`config.mk`:
```
export PLATFORM = sky130hd
export DESIGN_NAME = newperf_traffic_gen
export DESIGN_NICKNAME = d
export VERILOG_FILES = /design/src/rtl/newperf_tg_pkg.sv /design/src/rtl/newperf_token_bucket.sv /design/src/rtl/newperf_traffic_gen.sv
export SDC_FILE = /design/constraint.sdc
export NUM_CORES = 2
export LEC_CHECK = 0
export CAP_MARGIN = 20
export CORE_MARGIN = 2
export CORE_UTILIZATION = 45
export DETAILED_ROUTE_END_ITERATION = 12
export REMOVE_ABC_BUFFERS = 1
export SLEW_MARGIN = 20
export SYNTH_ARGS = -nofsm -noshare
export SYNTH_HDL_FRONTEND = slang
export SYNTH_SLANG_ARGS = --single-unit
```
`constraint.sdc`:
```
create_clock -name clk -period 10.4 [get_ports clk]
set_clock_uncertainty 0.2 [all_clocks]
set_input_delay 1.56 -clock clk [delete_from_list [all_inputs] [get_ports clk]]
set_output_delay 1.56 -clock clk [all_outputs]
set_load 0.03 [all_outputs]
```
`src/rtl/newperf_tg_pkg.sv`:
```
// Shared types, default widths and the saturating latency accumulator
// for the performance traffic generator.
package newperf_tg_pkg;

    typedef enum logic [1:0] {
        IDLE  = 2'd0,
        RUN   = 2'd1,
        DRAIN = 2'd2,
        DONE  = 2'd3
    } tg_state_e;

    localparam int TG_ADDR_W = 48;
    localparam int TG_ID_W   = 4;
    localparam int TG_TS_W   = 32;
    localparam int TG_CNT_W  = 32;
    localparam int TG_LSUM_W = 64;

    function automatic logic [TG_LSUM_W-1:0] lat_sat_add(
        input logic [TG_LSUM_W-1:0] sum,
        input logic [TG_LSUM_W-1:0] lat
    );
        logic [TG_LSUM_W:0] full;
        full = {1'b0, sum} + {1'b0, lat};
        return full[TG_LSUM_W] ? {TG_LSUM_W{1'b1}} : full[TG_LSUM_W-1:0];
    endfunction

endpackage

```
`src/rtl/newperf_token_bucket.sv`:
```
// Token bucket rate limiter: a down-counting period timer adds one token per
// period (saturating at depth); each accepted request consumes one token.
module newperf_token_bucket
    import newperf_tg_pkg::*;
(
    input  logic        clk,
    input  logic        reset,
    input  logic        en,
    input  logic        load,
    input  logic [15:0] period,
    input  logic [7:0]  depth,
    input  logic        consume,
    output logic        avail
);

    logic [15:0] cnt_q, cnt_d;
    logic [7:0]  tok_q, tok_d;
    logic [7:0]  depth_eff;
    logic        add;
    logic        take;

    // A zero depth would stall the run forever, so it behaves as depth 1.
    assign depth_eff = (depth == 8'd0) ? 8'd1 : depth;
    assign add       = en && (period != 16'd0) && (cnt_q == 16'd0);
    assign take      = consume && (tok_q != 8'd0);
    assign avail     = (tok_q != 8'd0);

    always_comb begin
        cnt_d = cnt_q;
        tok_d = tok_q;
        if (load) begin
            cnt_d = period - 16'd1;
            tok_d = depth_eff;
        end else if (en) begin
            cnt_d = (cnt_q == 16'd0) ? (period - 16'd1) : (cnt_q - 16'd1);
            if (add && !take) begin
                if (tok_q < depth_eff) tok_d = tok_q + 8'd1;
            end else if (take && !add) begin
                tok_d = tok_q - 8'd1;
            end
        end
    end

    always_ff @(posedge clk) begin
        if (reset) begin
            cnt_q <= '0;
            tok_q <= '0;
        end else begin
            cnt_q <= cnt_d;
            tok_q <= tok_d;
        end
    end

endmodule

```
`src/rtl/newperf_traffic_gen.sv`:
```
// Rate-limited tagged request injector with out-of-order response retirement
// and per-run issue/complete/latency statistics.
//  state | meaning
//  IDLE  | after reset, waiting for cfg_start
//  RUN   | issuing requests, token bucket running
//  DRAIN | all requests issued, waiting for outstanding responses
//  DONE  | run finished, stats held until the next cfg_start
module newperf_traffic_gen
    import newperf_tg_pkg::*;
#(
    parameter int ADDR_W = TG_ADDR_W,
    parameter int ID_W   = TG_ID_W,
    parameter int TS_W   = TG_TS_W,
    parameter int CNT_W  = TG_CNT_W,
    parameter int LSUM_W = TG_LSUM_W
) (
    input  logic              clk,
    input  logic              reset,
    input  logic              cfg_start,
    input  logic [CNT_W-1:0]  cfg_num_txn,
    input  logic [15:0]       cfg_rate_period,
    input  logic [7:0]        cfg_burst,
    input  logic [ADDR_W-1:0] cfg_base_addr,
    input  logic [ADDR_W-1:0] cfg_stride,
    input  logic              cfg_is_wr,
    output logic              req_valid,
    input  logic              req_ready,
    output logic [ADDR_W-1:0] req_addr,
    output logic [ID_W-1:0]   req_id,
    output logic              req_is_wr,
    input  logic              rsp_valid,
    input  logic [ID_W-1:0]   rsp_id,
    output logic              busy,
    output logic              done,
    output logic [CNT_W-1:0]  stat_issued,
    output logic [CNT_W-1:0]  stat_completed,
    output logic [LSUM_W-1:0] stat_lat_sum,
    output logic [TS_W-1:0]   stat_lat_max,
    output logic              err_unexp_rsp
);

    localparam int NUM_IDS = 1 << ID_W;

    tg_state_e           state_q, state_d;
    logic [CNT_W-1:0]    num_q, issued_q, completed_q;
    logic [15:0]         period_q;
    logic [7:0]          burst_q;
    logic [ADDR_W-1:0]   stride_q, addr_q, req_addr_q;
    logic                is_wr_q, req_valid_q, err_q;
    logic [ID_W-1:0]     req_id_q;
    logic [LSUM_W-1:0]   lat_sum_q;
    logic [TS_W-1:0]     lat_max_q, ts_q, lat;
    logic [NUM_IDS-1:0]  busy_q, busy_d;
    logic [TS_W-1:0]     ts_tab_q [NUM_IDS];
    logic                start, hs, rsp_hit, launch, tok_avail;

    assign start   = cfg_start && ((state_q == IDLE) || (state_q == DONE));
    assign hs      = req_valid_q && req_ready;
    assign rsp_hit = rsp_valid && busy_q[rsp_id];
    assign lat     = ts_q - ts_tab_q[rsp_id];
    // Holding off while valid is up keeps req_* stable and gives at most one request per two cycles.
    assign launch  = (state_q == RUN) && !req_valid_q && (issued_q < num_q)
                   && ((period_q == 16'd0) || tok_avail) && !busy_q[issued_q[ID_W-1:0]];

    newperf_token_bucket u_bucket (
        .clk     (clk),
        .reset   (reset),
        .en      (state_q == RUN),
        .load    (start),
        .period  (start ? cfg_rate_period : period_q),
        .depth   (start ? cfg_burst : burst_q),
        .consume (hs),
        .avail   (tok_avail)
    );

    always_comb begin
        state_d = state_q;
        busy    = 1'b0;
        done    = 1'b0;
        case (state_q)
            IDLE, DONE: if (cfg_start) state_d = (cfg_num_txn == '0) ? DONE : RUN;
            RUN:        if (hs && (issued_q + CNT_W'(1) == num_q)) state_d = DRAIN;
            DRAIN:      if (completed_q == issued_q) state_d = DONE;
            default:    state_d = IDLE;
        endcase
        if ((state_q == RUN) || (state_q == DRAIN)) busy = 1'b1;
        if (state_q == DONE) done = 1'b1;
    end

    always_ff @(posedge clk) begin
        if (reset) state_q <= IDLE;
        else       state_q <= state_d;
    end

    always_comb begin
        busy_d = busy_q;
        if (rsp_hit) busy_d[rsp_id]   = 1'b0;
        if (hs)      busy_d[req_id_q] = 1'b1;
    end

    always_ff @(posedge clk) begin
        if (reset) begin
            num_q <= '0; period_q <= '0; burst_q <= '0; stride_q <= '0; is_wr_q <= 1'b0;
            addr_q <= '0; issued_q <= '0; completed_q <= '0; lat_sum_q <= '0; lat_max_q <= '0;
            err_q <= 1'b0; busy_q <= '0; ts_q <= '0;
            req_valid_q <= 1'b0; req_addr_q <= '0; req_id_q <= '0;
        end else begin
            ts_q <= ts_q + TS_W'(1);
            if (start) begin
                num_q <= cfg_num_txn; period_q <= cfg_rate_period; burst_q <= cfg_burst;
                stride_q <= cfg_stride; is_wr_q <= cfg_is_wr; addr_q <= cfg_base_addr;
                issued_q <= '0; completed_q <= '0; lat_sum_q <= '0; lat_max_q <= '0;
                err_q <= 1'b0; busy_q <= '0; req_valid_q <= 1'b0;
            end else begin
                if (launch) begin
                    req_valid_q <= 1'b1;
                    req_addr_q  <= addr_q;
                    req_id_q    <= issued_q[ID_W-1:0];
                    addr_q      <= addr_q + stride_q;
                end else if (hs) begin
                    req_valid_q <= 1'b0;
                end
                if (hs) issued_q <= issued_q + CNT_W'(1);
                if (rsp_hit) begin
                    completed_q <= completed_q + CNT_W'(1);
                    lat_sum_q   <= LSUM_W'(lat_sat_add(TG_LSUM_W'(lat_sum_q), TG_LSUM_W'(lat)));
                    if (lat > lat_max_q) lat_max_q <= lat;
                end else if (rsp_valid) begin
                    err_q <= 1'b1;
                end
                busy_q <= busy_d;
            end
        end
    end

    always_ff @(posedge clk) begin
        if (hs) ts_tab_q[req_id_q] <= ts_q;
    end

    assign req_valid      = req_valid_q;
    assign req_addr       = req_addr_q;
    assign req_id         = req_id_q;
    assign req_is_wr      = is_wr_q;
    assign stat_issued    = issued_q;
    assign stat_completed = completed_q;
    assign stat_lat_sum   = lat_sum_q;
    assign stat_lat_max   = lat_max_q;
    assign err_unexp_rsp  = err_q;

endmodule
```
==> results.yml <==
clocking:
  h-tree-depth: 3
  cts_sinks: 953
  cts_root_buf: "clkbuf_16"
  clk_pin_slew_ps: 60
  tritoncts: "yes"
  cts_resized: 0
  post-cts-setup-buffer-count: 0
  clk_latency_ps: 730
  numCtsBuffers: 102
  hold_buffers: 0
  clk_path_buf_depth: 3
critical_path:
  r2r_cells: 22
  endpoint_kind: "flop"
  crit_type: "in2reg"
  cp-start-kind: "input pin"
  cp.required_ps: 10820
  critPathMaxFanout: 60
  crit_arrival_ps: 8950
floorplanning:
  core_mm2: 0.102
  die_y_um: 326
  io_pins: 379
  rows: 117
  initial_core_util: 0.455
  die_w_um: 326
  dieArea_mm2: 0.106
yosys:
  synth_area_per_cell_um2: 11.1
  yosys_warnings: 0
  synthXorXnorAreaFrac: 0.0559
  yosysTopAreaCell: "edfxtp_1"
  dominantRegCellSynth: "edfxtp_1"
  syn_inst: 4199
  synth_compound_area_frac: 0.116
  synth_enable_flop_cells: 512
  synth_area_mm2: 0.0465
  synthSimpleGateAreaFrac: 0.120
  yosysMostFrequentCell: "edfxtp_1"
  synth_seq_cells: 953
  synth.distinct_cells: 96
  muxShareOfSynthArea: 0.100
  synth_top_family_by_area: "simple AND/OR/NAND/NOR gates"
  yosys-top-cells-area: "edfxtp_1 (33%), dfxtp_1 (19%), mux4_2 (8.2%)"
  netlist_top_cells_count: "edfxtp_1 (512), nand2_1 (490), dfxtp_1 (441), a21oi_1 (395), nor2_1 (316)"
  synth_top_area_share: 0.330
  synth_fa_ha_area_frac: 0.0546
  ys_seq_area_frac: 0.520
  async_flop_share: 0
drt:
  firstDrtPassIters: 5
  drc: 0
  drtIter0Drc: 2824
  finalWirelength_um: 132000
  vias: 33915
  drtAntennaViolNets: 0
  wl_per_cell_um: 22.0
  viasPerCell: 5.68
sta:
  worst_slack_ps: 1860
  slew_headroom: 0.293
  hold_violations: 0
  fin_crit_sh: 0.821
  rsz0062_at_grt: "false"
  finalSetupViolCount: 0
  drv_slew: 0
  clock.fmax_mhz: 117
  worst_slew_pin_slew_ps: 1060
  min_period_ps: 8540
final_layout:
  fin_cells: 5968
  finalNetCount: 4871
  drive_gt1_frac: 0.0972
  n_fill_cell: 8965
  area_growth_pct: 18.5
power_and_ir_drop:
  ir_drop_mv: 0.145
  powerDensity_mw_per_mm2: 203
  power_mw: 11.2
  power.leakage_nw: 19.9
min_path:
  whs_path_depth: 2
  hold_path_class: "reg2reg"
place:
  post-dp-hpwl_um: 86400
  dp.cells: 5773
  place_ws_ps: 1250
  gp_congestion: 0.873
  io_buffers: 378
flow_run:
  drv_cap: 0
global_route:
  grt_pass1_wl_um: 200000
  grt_max_degree: 173
  grt_overflow_total: 0
  antenna_found_initial: 6
  grtUsageTotal: 0.243
  grt_pass1_vias: 32983
outcome:
  status: "complete, no violations"
worst paths after layout:
check                             from                            end  slack (ps)
max                          rsp_id[0]  stat_lat_sum[33]$_SDFFE_PP0P_        1860
max reg2reg  ts_tab_q[11][4]$_DFFE_PP_  stat_lat_sum[33]$_SDFFE_PP0P_        3220
min reg2reg  req_addr[37]$_SDFFE_PP0P_      req_addr[37]$_SDFFE_PP0P_         250
min          req_addr[37]$_SDFFE_PP0P_      req_addr[37]$_SDFFE_PP0P_         250
metal layers:
| metal | routed length, um | up-vias | track usage |
|---|---|---|---|
| met3 | 8370 | 193 | 0.0400 |
| met4 | 4000 | 6 | 0.0822 |
| met1 | 57800 | 16684 | 0.338 |
| met5 | 31 | - | 0 |
| li1 | - | 16007 | - |
| met2 | 61300 | 1025 | 0.386 |
stage by stage:
| step | utilization | area [um^2] | setup TNS [ps] | hold WS (ps) |
|---|---|---|---|---|
| after detailed placement | 0.504 | 51500 | 0 | 246 |
| after global placement | 0.504 | 51500 | 0 | 243 |
| after global routing | 0.540 | 55100 | 0 | 273 |
| final | 0.540 | 55100 | 0 | 254 |
| after floorplan | - | 45600 | -100480 | 226 |
| after CTS | 0.540 | 55100 | 0 | 255 |
logic make-up (layout without fill, tap and decap cells):
group / Yosys count / count (layout)
adder cells (fa/ha/maj): 201 / 201
XOR/XNOR: 297 / 297
multiplexers: 251 / 251
AND/OR/NAND/NOR: 1220 / 1220
AO/OA/AOI/OAI: 889 / 889
other: 0 / 2
buffers and inverters: 388 / 787
flip-flops: 953 / 953
registers in the layout, summed over array words and instances (netlist names), 32 cells and up:
register	flops
stat_lat_max	32
stat_lat_sum	64
stat_completed	32
req_addr	48
addr_q	48
num_q	32
stat_issued	32
stride_q	48
ts_q	32
ts_tab_q	512
report_power, final:
part           internal (mW)  switching [mW]
Clock                   2.26            1.59
Combinational           1.12            1.81
Sequential              4.20           0.223
placed cells by master, fill, tap and decap left out, types with 33 or more instances in the layout:
master and instances:
nand3_1 82, a31oi_1 37, inv_1 152, xnor2_1 144, nand2_1 487, buf_4 46, a211oi_1 58, edfxtp_1 512
nand4_1 61, clkdlybuf4s50_1 373, and3_1 33, nor2_1 315, xor2_1 153, mux4_2 170, ha_1 196, mux2i_1 79
clkbuf_16 102, a21o_1 78, dfxtp_1 441, or3_1 38, a21oi_1 395, o21ai_0 164, nor3_1 55
area by class of cell:
type | instances | area [um^2] | share of cell area
inverter | 168 | 633 | 0.0115
clock buffer | 127 | 2710 | 0.0491
sequential | 953 | 24200 | 0.439
timing repair buffer | 426 | 4170 | 0.0756
antenna | 2 | 5.00 | 0.0000908
multi-input combinational | 2858 | 20800 | 0.378
tap | 1368 | 1710 | 0.0310
clock inverter | 66 | 882 | 0.0160
critical path: stages:
cell and delay (ps):
clkbuf_8 570, buf_4 470, mux4_2 550, mux4_2 480
inv_1 180, ha_1 340, and4_1 210, nand2_1 70
o21ai_0 70, a31oi_1 220, nand2_1 120, a21o_1 190
a21oi_1 170, xnor2_1 260, ha_1 380, a21o_1 200
a21o_1 180, a221oi_1 330, o31ai_2 170, a311oi_1 320
o31a_1 280, o21ba_1 400, nor3_2 100, nor2_1 600
nand2_1 180, o221a_2 300
No activity file was read; power rests on OpenSTA's default activity.
